<file path="src/rtl/dmem_arb_pkg.sv">
// Shared types and encodings for the data-memory arbiter.
package dmem_arb_pkg;

  localparam int unsigned F3_BITS = 3;

  typedef enum logic [1:0] {
    IDLE  = 2'd0,
    ISSUE = 2'd1,
    RESP  = 2'd2
  } state_e;

  localparam logic [F3_BITS-1:0] F3_B  = 3'b000;
  localparam logic [F3_BITS-1:0] F3_H  = 3'b001;
  localparam logic [F3_BITS-1:0] F3_W  = 3'b010;
  localparam logic [F3_BITS-1:0] F3_BU = 3'b100;
  localparam logic [F3_BITS-1:0] F3_HU = 3'b101;

  localparam logic PORT_0 = 1'b0;
  localparam logic PORT_1 = 1'b1;

endpackage

</file>
<file path="src/rtl/dmem_align_check.sv">
// Flags halfword/word accesses whose byte address is not naturally aligned.
module dmem_align_check
  import dmem_arb_pkg::*;
(
  input  logic [1:0]         addr_lo_i,
  input  logic [F3_BITS-1:0] funct3_i,
  output logic               misaligned_c_o
);

  always_comb begin
    misaligned_c_o = 1'b0;
    case (funct3_i)
      F3_B, F3_BU: misaligned_c_o = 1'b0;
      F3_H, F3_HU: misaligned_c_o = addr_lo_i[0];
      F3_W:        misaligned_c_o = |addr_lo_i;
      default:     misaligned_c_o = 1'b0;
    endcase
  end

endmodule

</file>
<file path="src/rtl/dmem_arbiter.sv">
// Round-robin two-port arbiter and single-cycle sequencer for the data memory.
module dmem_arbiter
  import dmem_arb_pkg::*;
#(
  parameter int unsigned DM_ADDRESS = 9,
  parameter int unsigned DATA_W     = 32
) (
  input  logic                  clk,
  input  logic                  rst_n,
  input  logic                  m0_req,
  input  logic                  m0_we,
  input  logic [DM_ADDRESS-1:0] m0_addr,
  input  logic [DATA_W-1:0]     m0_wdata,
  input  logic [F3_BITS-1:0]    m0_funct3,
  output logic                  m0_gnt,
  output logic                  m0_rvalid,
  output logic [DATA_W-1:0]     m0_rdata,
  output logic                  m0_err,
  input  logic                  m1_req,
  input  logic                  m1_we,
  input  logic [DM_ADDRESS-1:0] m1_addr,
  input  logic [DATA_W-1:0]     m1_wdata,
  input  logic [F3_BITS-1:0]    m1_funct3,
  output logic                  m1_gnt,
  output logic                  m1_rvalid,
  output logic [DATA_W-1:0]     m1_rdata,
  output logic                  m1_err,
  output logic                  MemRead,
  output logic                  MemWrite,
  output logic [DM_ADDRESS-1:0] a,
  output logic [DATA_W-1:0]     wd,
  output logic [F3_BITS-1:0]    Funct3,
  input  logic [DATA_W-1:0]     rd
);

  state_e                state_q, state_d;
  logic                  last_gnt_q, last_gnt_d;
  logic                  win_q, win_d;
  logic                  we_q, we_d;
  logic                  mis_q, mis_d;
  logic [1:0]            gnt_q, gnt_d;
  logic [1:0]            rvalid_q, rvalid_d;
  logic [1:0]            err_q, err_d;
  logic [DATA_W-1:0]     rdata0_q, rdata0_d;
  logic [DATA_W-1:0]     rdata1_q, rdata1_d;
  logic                  mem_read_q, mem_read_d;
  logic                  mem_write_q, mem_write_d;
  logic [DM_ADDRESS-1:0] a_q, a_d;
  logic [DATA_W-1:0]     wd_q, wd_d;
  logic [F3_BITS-1:0]    f3_q, f3_d;

  logic                  any_req_c;
  logic                  win_c;
  logic                  win_we_c;
  logic [DM_ADDRESS-1:0] win_addr_c;
  logic [DATA_W-1:0]     win_wdata_c;
  logic [F3_BITS-1:0]    win_f3_c;
  logic                  mis_c;
  logic [DATA_W-1:0]     resp_data_c;

  // On a tie the port that did not win last time goes first.
  assign any_req_c   = m0_req | m1_req;
  assign win_c       = (m0_req & m1_req) ? ~last_gnt_q : m1_req;
  assign win_we_c    = win_c ? m1_we     : m0_we;
  assign win_addr_c  = win_c ? m1_addr   : m0_addr;
  assign win_wdata_c = win_c ? m1_wdata  : m0_wdata;
  assign win_f3_c    = win_c ? m1_funct3 : m0_funct3;
  assign resp_data_c = (we_q | mis_q) ? '0 : rd;

  dmem_align_check u_align (
    .addr_lo_i      (win_addr_c[1:0]),
    .funct3_i       (win_f3_c),
    .misaligned_c_o (mis_c)
  );

  always_comb begin
    state_d     = state_q;
    last_gnt_d  = last_gnt_q;
    win_d       = win_q;
    we_d        = we_q;
    mis_d       = mis_q;
    gnt_d       = '0;
    rvalid_d    = '0;
    err_d       = err_q;
    rdata0_d    = rdata0_q;
    rdata1_d    = rdata1_q;
    mem_read_d  = 1'b0;
    mem_write_d = 1'b0;
    a_d         = a_q;
    wd_d        = wd_q;
    f3_d        = f3_q;
    case (state_q)
      ISSUE: begin
        state_d         = RESP;
        rvalid_d[win_q] = 1'b1;
        err_d[win_q]    = mis_q;
        if (win_q == PORT_1) rdata1_d = resp_data_c;
        else                 rdata0_d = resp_data_c;
      end
      // IDLE and RESP arbitrate identically; the spare encoding recovers here too.
      default: begin
        if (any_req_c) begin
          state_d       = ISSUE;
          last_gnt_d    = win_c;
          win_d         = win_c;
          we_d          = win_we_c;
          mis_d         = mis_c;
          gnt_d[win_c]  = 1'b1;
          mem_read_d    = ~mis_c & ~win_we_c;
          mem_write_d   = ~mis_c & win_we_c;
          a_d           = win_addr_c;
          wd_d          = win_wdata_c;
          f3_d          = win_f3_c;
        end else begin
          state_d = IDLE;
        end
      end
    endcase
  end

  always_ff @(posedge clk or negedge rst_n) begin
    if (!rst_n) begin
      state_q     <= IDLE;
      last_gnt_q  <= PORT_1;
      win_q       <= PORT_0;
      we_q        <= 1'b0;
      mis_q       <= 1'b0;
      gnt_q       <= '0;
      rvalid_q    <= '0;
      err_q       <= '0;
      rdata0_q    <= '0;
      rdata1_q    <= '0;
      mem_read_q  <= 1'b0;
      mem_write_q <= 1'b0;
      a_q         <= '0;
      wd_q        <= '0;
      f3_q        <= '0;
    end else begin
      state_q     <= state_d;
      last_gnt_q  <= last_gnt_d;
      win_q       <= win_d;
      we_q        <= we_d;
      mis_q       <= mis_d;
      gnt_q       <= gnt_d;
      rvalid_q    <= rvalid_d;
      err_q       <= err_d;
      rdata0_q    <= rdata0_d;
      rdata1_q    <= rdata1_d;
      mem_read_q  <= mem_read_d;
      mem_write_q <= mem_write_d;
      a_q         <= a_d;
      wd_q        <= wd_d;
      f3_q        <= f3_d;
    end
  end

  assign m0_gnt    = gnt_q[0];
  assign m1_gnt    = gnt_q[1];
  assign m0_rvalid = rvalid_q[0];
  assign m1_rvalid = rvalid_q[1];
  assign m0_err    = err_q[0];
  assign m1_err    = err_q[1];
  assign m0_rdata  = rdata0_q;
  assign m1_rdata  = rdata1_q;
  assign MemRead   = mem_read_q;
  assign MemWrite  = mem_write_q;
  assign a         = a_q;
  assign wd        = wd_q;
  assign Funct3    = f3_q;

endmodule

</file>
<file path="config.mk">
export PLATFORM = sky130hd
export DESIGN_NAME = dmem_arbiter
export DESIGN_NICKNAME = d
export VERILOG_FILES = /design/src/rtl/dmem_arb_pkg.sv /design/src/rtl/dmem_align_check.sv /design/src/rtl/dmem_arbiter.sv
export SDC_FILE = /design/constraint.sdc
export NUM_CORES = 1
export LEC_CHECK = 0
export CAP_MARGIN = 30
export CORE_UTILIZATION = 25
export DETAILED_ROUTE_END_ITERATION = 12
export GPL_ROUTABILITY_DRIVEN = 0
export MAX_ROUTING_LAYER = met4
export PLACE_DENSITY = 0.65
export SYNTH_ARGS = -nofsm -noshare
export SYNTH_HDL_FRONTEND = slang
export SYNTH_HIERARCHICAL = 1
export SYNTH_SLANG_ARGS = --single-unit
</file>
<file path="constraint.sdc">
create_clock -name clk -period 2.2 [get_ports clk]
set_clock_uncertainty 0.1 [all_clocks]
set_input_delay 0.66 -clock clk [delete_from_list [all_inputs] [get_ports clk]]
set_output_delay 0.66 -clock clk [all_outputs]
set_load 0.01 [all_outputs]
</file>
==> flow_summary.ini <==
[global_routing]
antenna_found_initial = 0
grtUsageMet1_pct = 18.53
grt_max_degree = 58
track_usage_pct = 15.32
grt_pass1_wl_um = 22950
met3_usage_pct = 4.219
grt_overflow = 0
met2_usage_pct = 24.53
gr-max-usage-layer = met2
grt_pass1_vias = 4403

[floorplanning]
start_util_pct = 25.84
dieHeight_um = 141.7
io_pins = 242
coreArea_um2 = 18890
die_w_um = 141.7
die_area_um2 = 20090
placementRows = 50

[drt]
via_per_inst = 4.499
wl_um = 14560
antenna_left = 0
vias = 4351
dr.pass1.iters = 6
wl_per_cell_um = 15.05
drtIter0Drc = 164
drc_errors = 0

[finish]
drive_gt1_share_pct = 8.062
fillers = 1852
utilization_pct = 43.76
final_common_cell = clkdlybuf4s50_1
area_delta_synth_final_pct = 69.35
final_cell_mix = clkdlybuf4s50_1, dfrtp_1, nand2_1
finalNetCount = 823
antenna_cells = 0

[pwr]
leakagePower_uw = 0.003630
power-per-cell-area_nw_per_um2 = 1437
seq_power_share_pct = 32.2
p_clk_share_pct = 25.5
vdd_drop_max_mv = 0.5160
sw_frac_of_total_pct = 32.62
p_int_uw = 8003
combPwrFrac_pct = 42.3
p_sw_uw = 3875

[yosys]
synth_mux_area_share_pct = 0.8970
avgSynthCellArea_um2 = 10.75
syn_nets = 580
seq_area_frac_synth_pct = 62.56
synthSimpleGateAreaFrac_pct = 15.79
synthAdderAreaFrac_pct = 0
ys_types = 31
synth_area_leader_cell = dfrtp_1
synthTopCellsByArea = dfrtp_1, nand2_1, a221o_1, and3_1, o21ai_0
syn_inst = 454
synth_warnings = 6
synth_area_um2 = 4882
synth_top_family_by_area = compound AO/OA/AOI/OAI gates
synth-xor-area-share_pct = 0
ys_ff_latch = 122
synth-compound-area-share_pct = 16.71
yosysTopAreaCellShare_pct = 62.02

[critical_path]
cpLargestDelayFamily = buffers and inverters
critical_path.endpoint_type = output pin
cp.arrival_ns = 1.37
critPathBufInv = 1
crit_type = flip-flop to output pin
cp-start-kind = flip-flop
slowest_delay_ns = 0.57
crit_fanout = 2
path_cells = clkdlybuf4s50_1
worstPathRequired_ns = 1.44
worst_path_max_delay_cell = clkdlybuf4s50_1

[sta]
setup_violations = 0
rsz0062_at_grt = false
slew_headroom_pct = 65.70
maxSlewViolCount = 0
finalCritPeriodShare_pct = 96.84
worst_pin_slew_ns = 0.5145
timing.final.ws_setup_ns = 0.06951
finalCriticalPeriod_ns = 2.130
max_freq_mhz = 469.4
whs_ns = 0.05138
finalHoldViolations = 0
setup_tns_ns = 0

[flow_run]
cap_violations = 0

[cts]
clock_path_buffers = 2
htree_num_levels = 4
clkSlewWorstSetupHoldPaths_ns = 0.06
cts_buffers = 17
post_cts_resize_count = 0
clock_latency_ns = 0.41
hold_buffers = 0
cts_tree = yes
clockRootBuffer = clkbuf_16
clock_sinks = 122
cts_setup_buffers = 0

[hold_path]
hold_class = input port to async pin

[status]
status = complete, no violations

[placed_design]
place.port_buffers = 241
dp.final_hpwl_um = 10360
dp_slack_ns = -0.2281
registers in the layout (all words and copies together) (netlist names):
register and cells:
gnt_q 2, win_q 1, err_q 2, m0_rdata 32, Funct3 3, MemRead 1
last_gnt_q 1, state_q 2, MemWrite 1, a 9, m1_rdata 32, we_q 1
rvalid_q 2, mis_q 1, wd 32
stage by stage:
step	instance area (um^2)	power, uW	cells
finish	8268	11880	967
global route	8268	12650	967
CTS	8268	12070	967
detailed placement	7630	8955	938
global placement	7630	8888	938
floorplan	4882	6099	454
cell families after synthesis:
kind of cell / Yosys count
buf+inv: 40
simple gates: 167
compound gates: 121
mux: 4
flops: 122
synth_stat cells (all sizes together):
library cell and number:
a21o 2, mux2 3, a21oi 9, buf 19
nand2 116, mux2i 1, nor2 2, nor3b 1
or3b 1, nand2b 2, o21ai 64, nand3 1
dfrtp 121, a221o 37, nand4bb 2, nand3b 2
nor3 1, a21boi 1, or2 1, a21bo 1
clkbuf 17, inv 4, dfstp 1, a31oi 7
and3 38
routing by layer:
layer / up-vias / part of all wire (%)
met1: 2054 / 45
met3: 13 / 7.6
met5: - / 0
met2: 194 / 47
li1: 2090 / -
met4: 0 / 1.3
cell type report:
class	instances	area, um^2	area share, %
Inverter	4	15.01	0.1816
Sequential cell	122	3054	36.94
Tap cell	260	325.3	3.935
Clock buffer	21	470.5	5.690
Clock inverter	8	167.7	2.028
Timing Repair Buffer	260	2603	31.48
Multi-Input combinational cell	292	1633	19.75
worst paths after layout:
| check | cells after the start | start | to | slack [ns] |
|---|---|---|---|---|
| min reg2reg | 2 | m1_rdata[27] | m1_rdata[27] | 0.37 |
| max | 1 | wd[12] | wd[12] | 0.07 |
| min in group clk | 2 | m1_rdata[27] | m1_rdata[27] | 0.37 |
| max in group asynchronous | 2 | rst_n | last_gnt_q | 1.30 |
| max reg2reg | 6 | last_gnt_q | mis_q | 0.48 |
| min | 1 | rst_n | m1_rdata[17] | 0.05 |
power by group through the flow:
| stage | clock [uW] | sequential, uW | combinational [uW] |
|---|---|---|---|
| 2_1_floorplan | 0 | 4240 | 1860 |
| 3_3_place_gp | 0 | 3840 | 5050 |
| 3_5_place_dp | 0 | 3840 | 5110 |
| 4_1_cts | 3120 | 3840 | 5110 |
| 5_1_grt | 3220 | 3950 | 5480 |
| 6_report | 3030 | 3830 | 5020 |
Note: power is estimated with default switching activity, not from simulation.
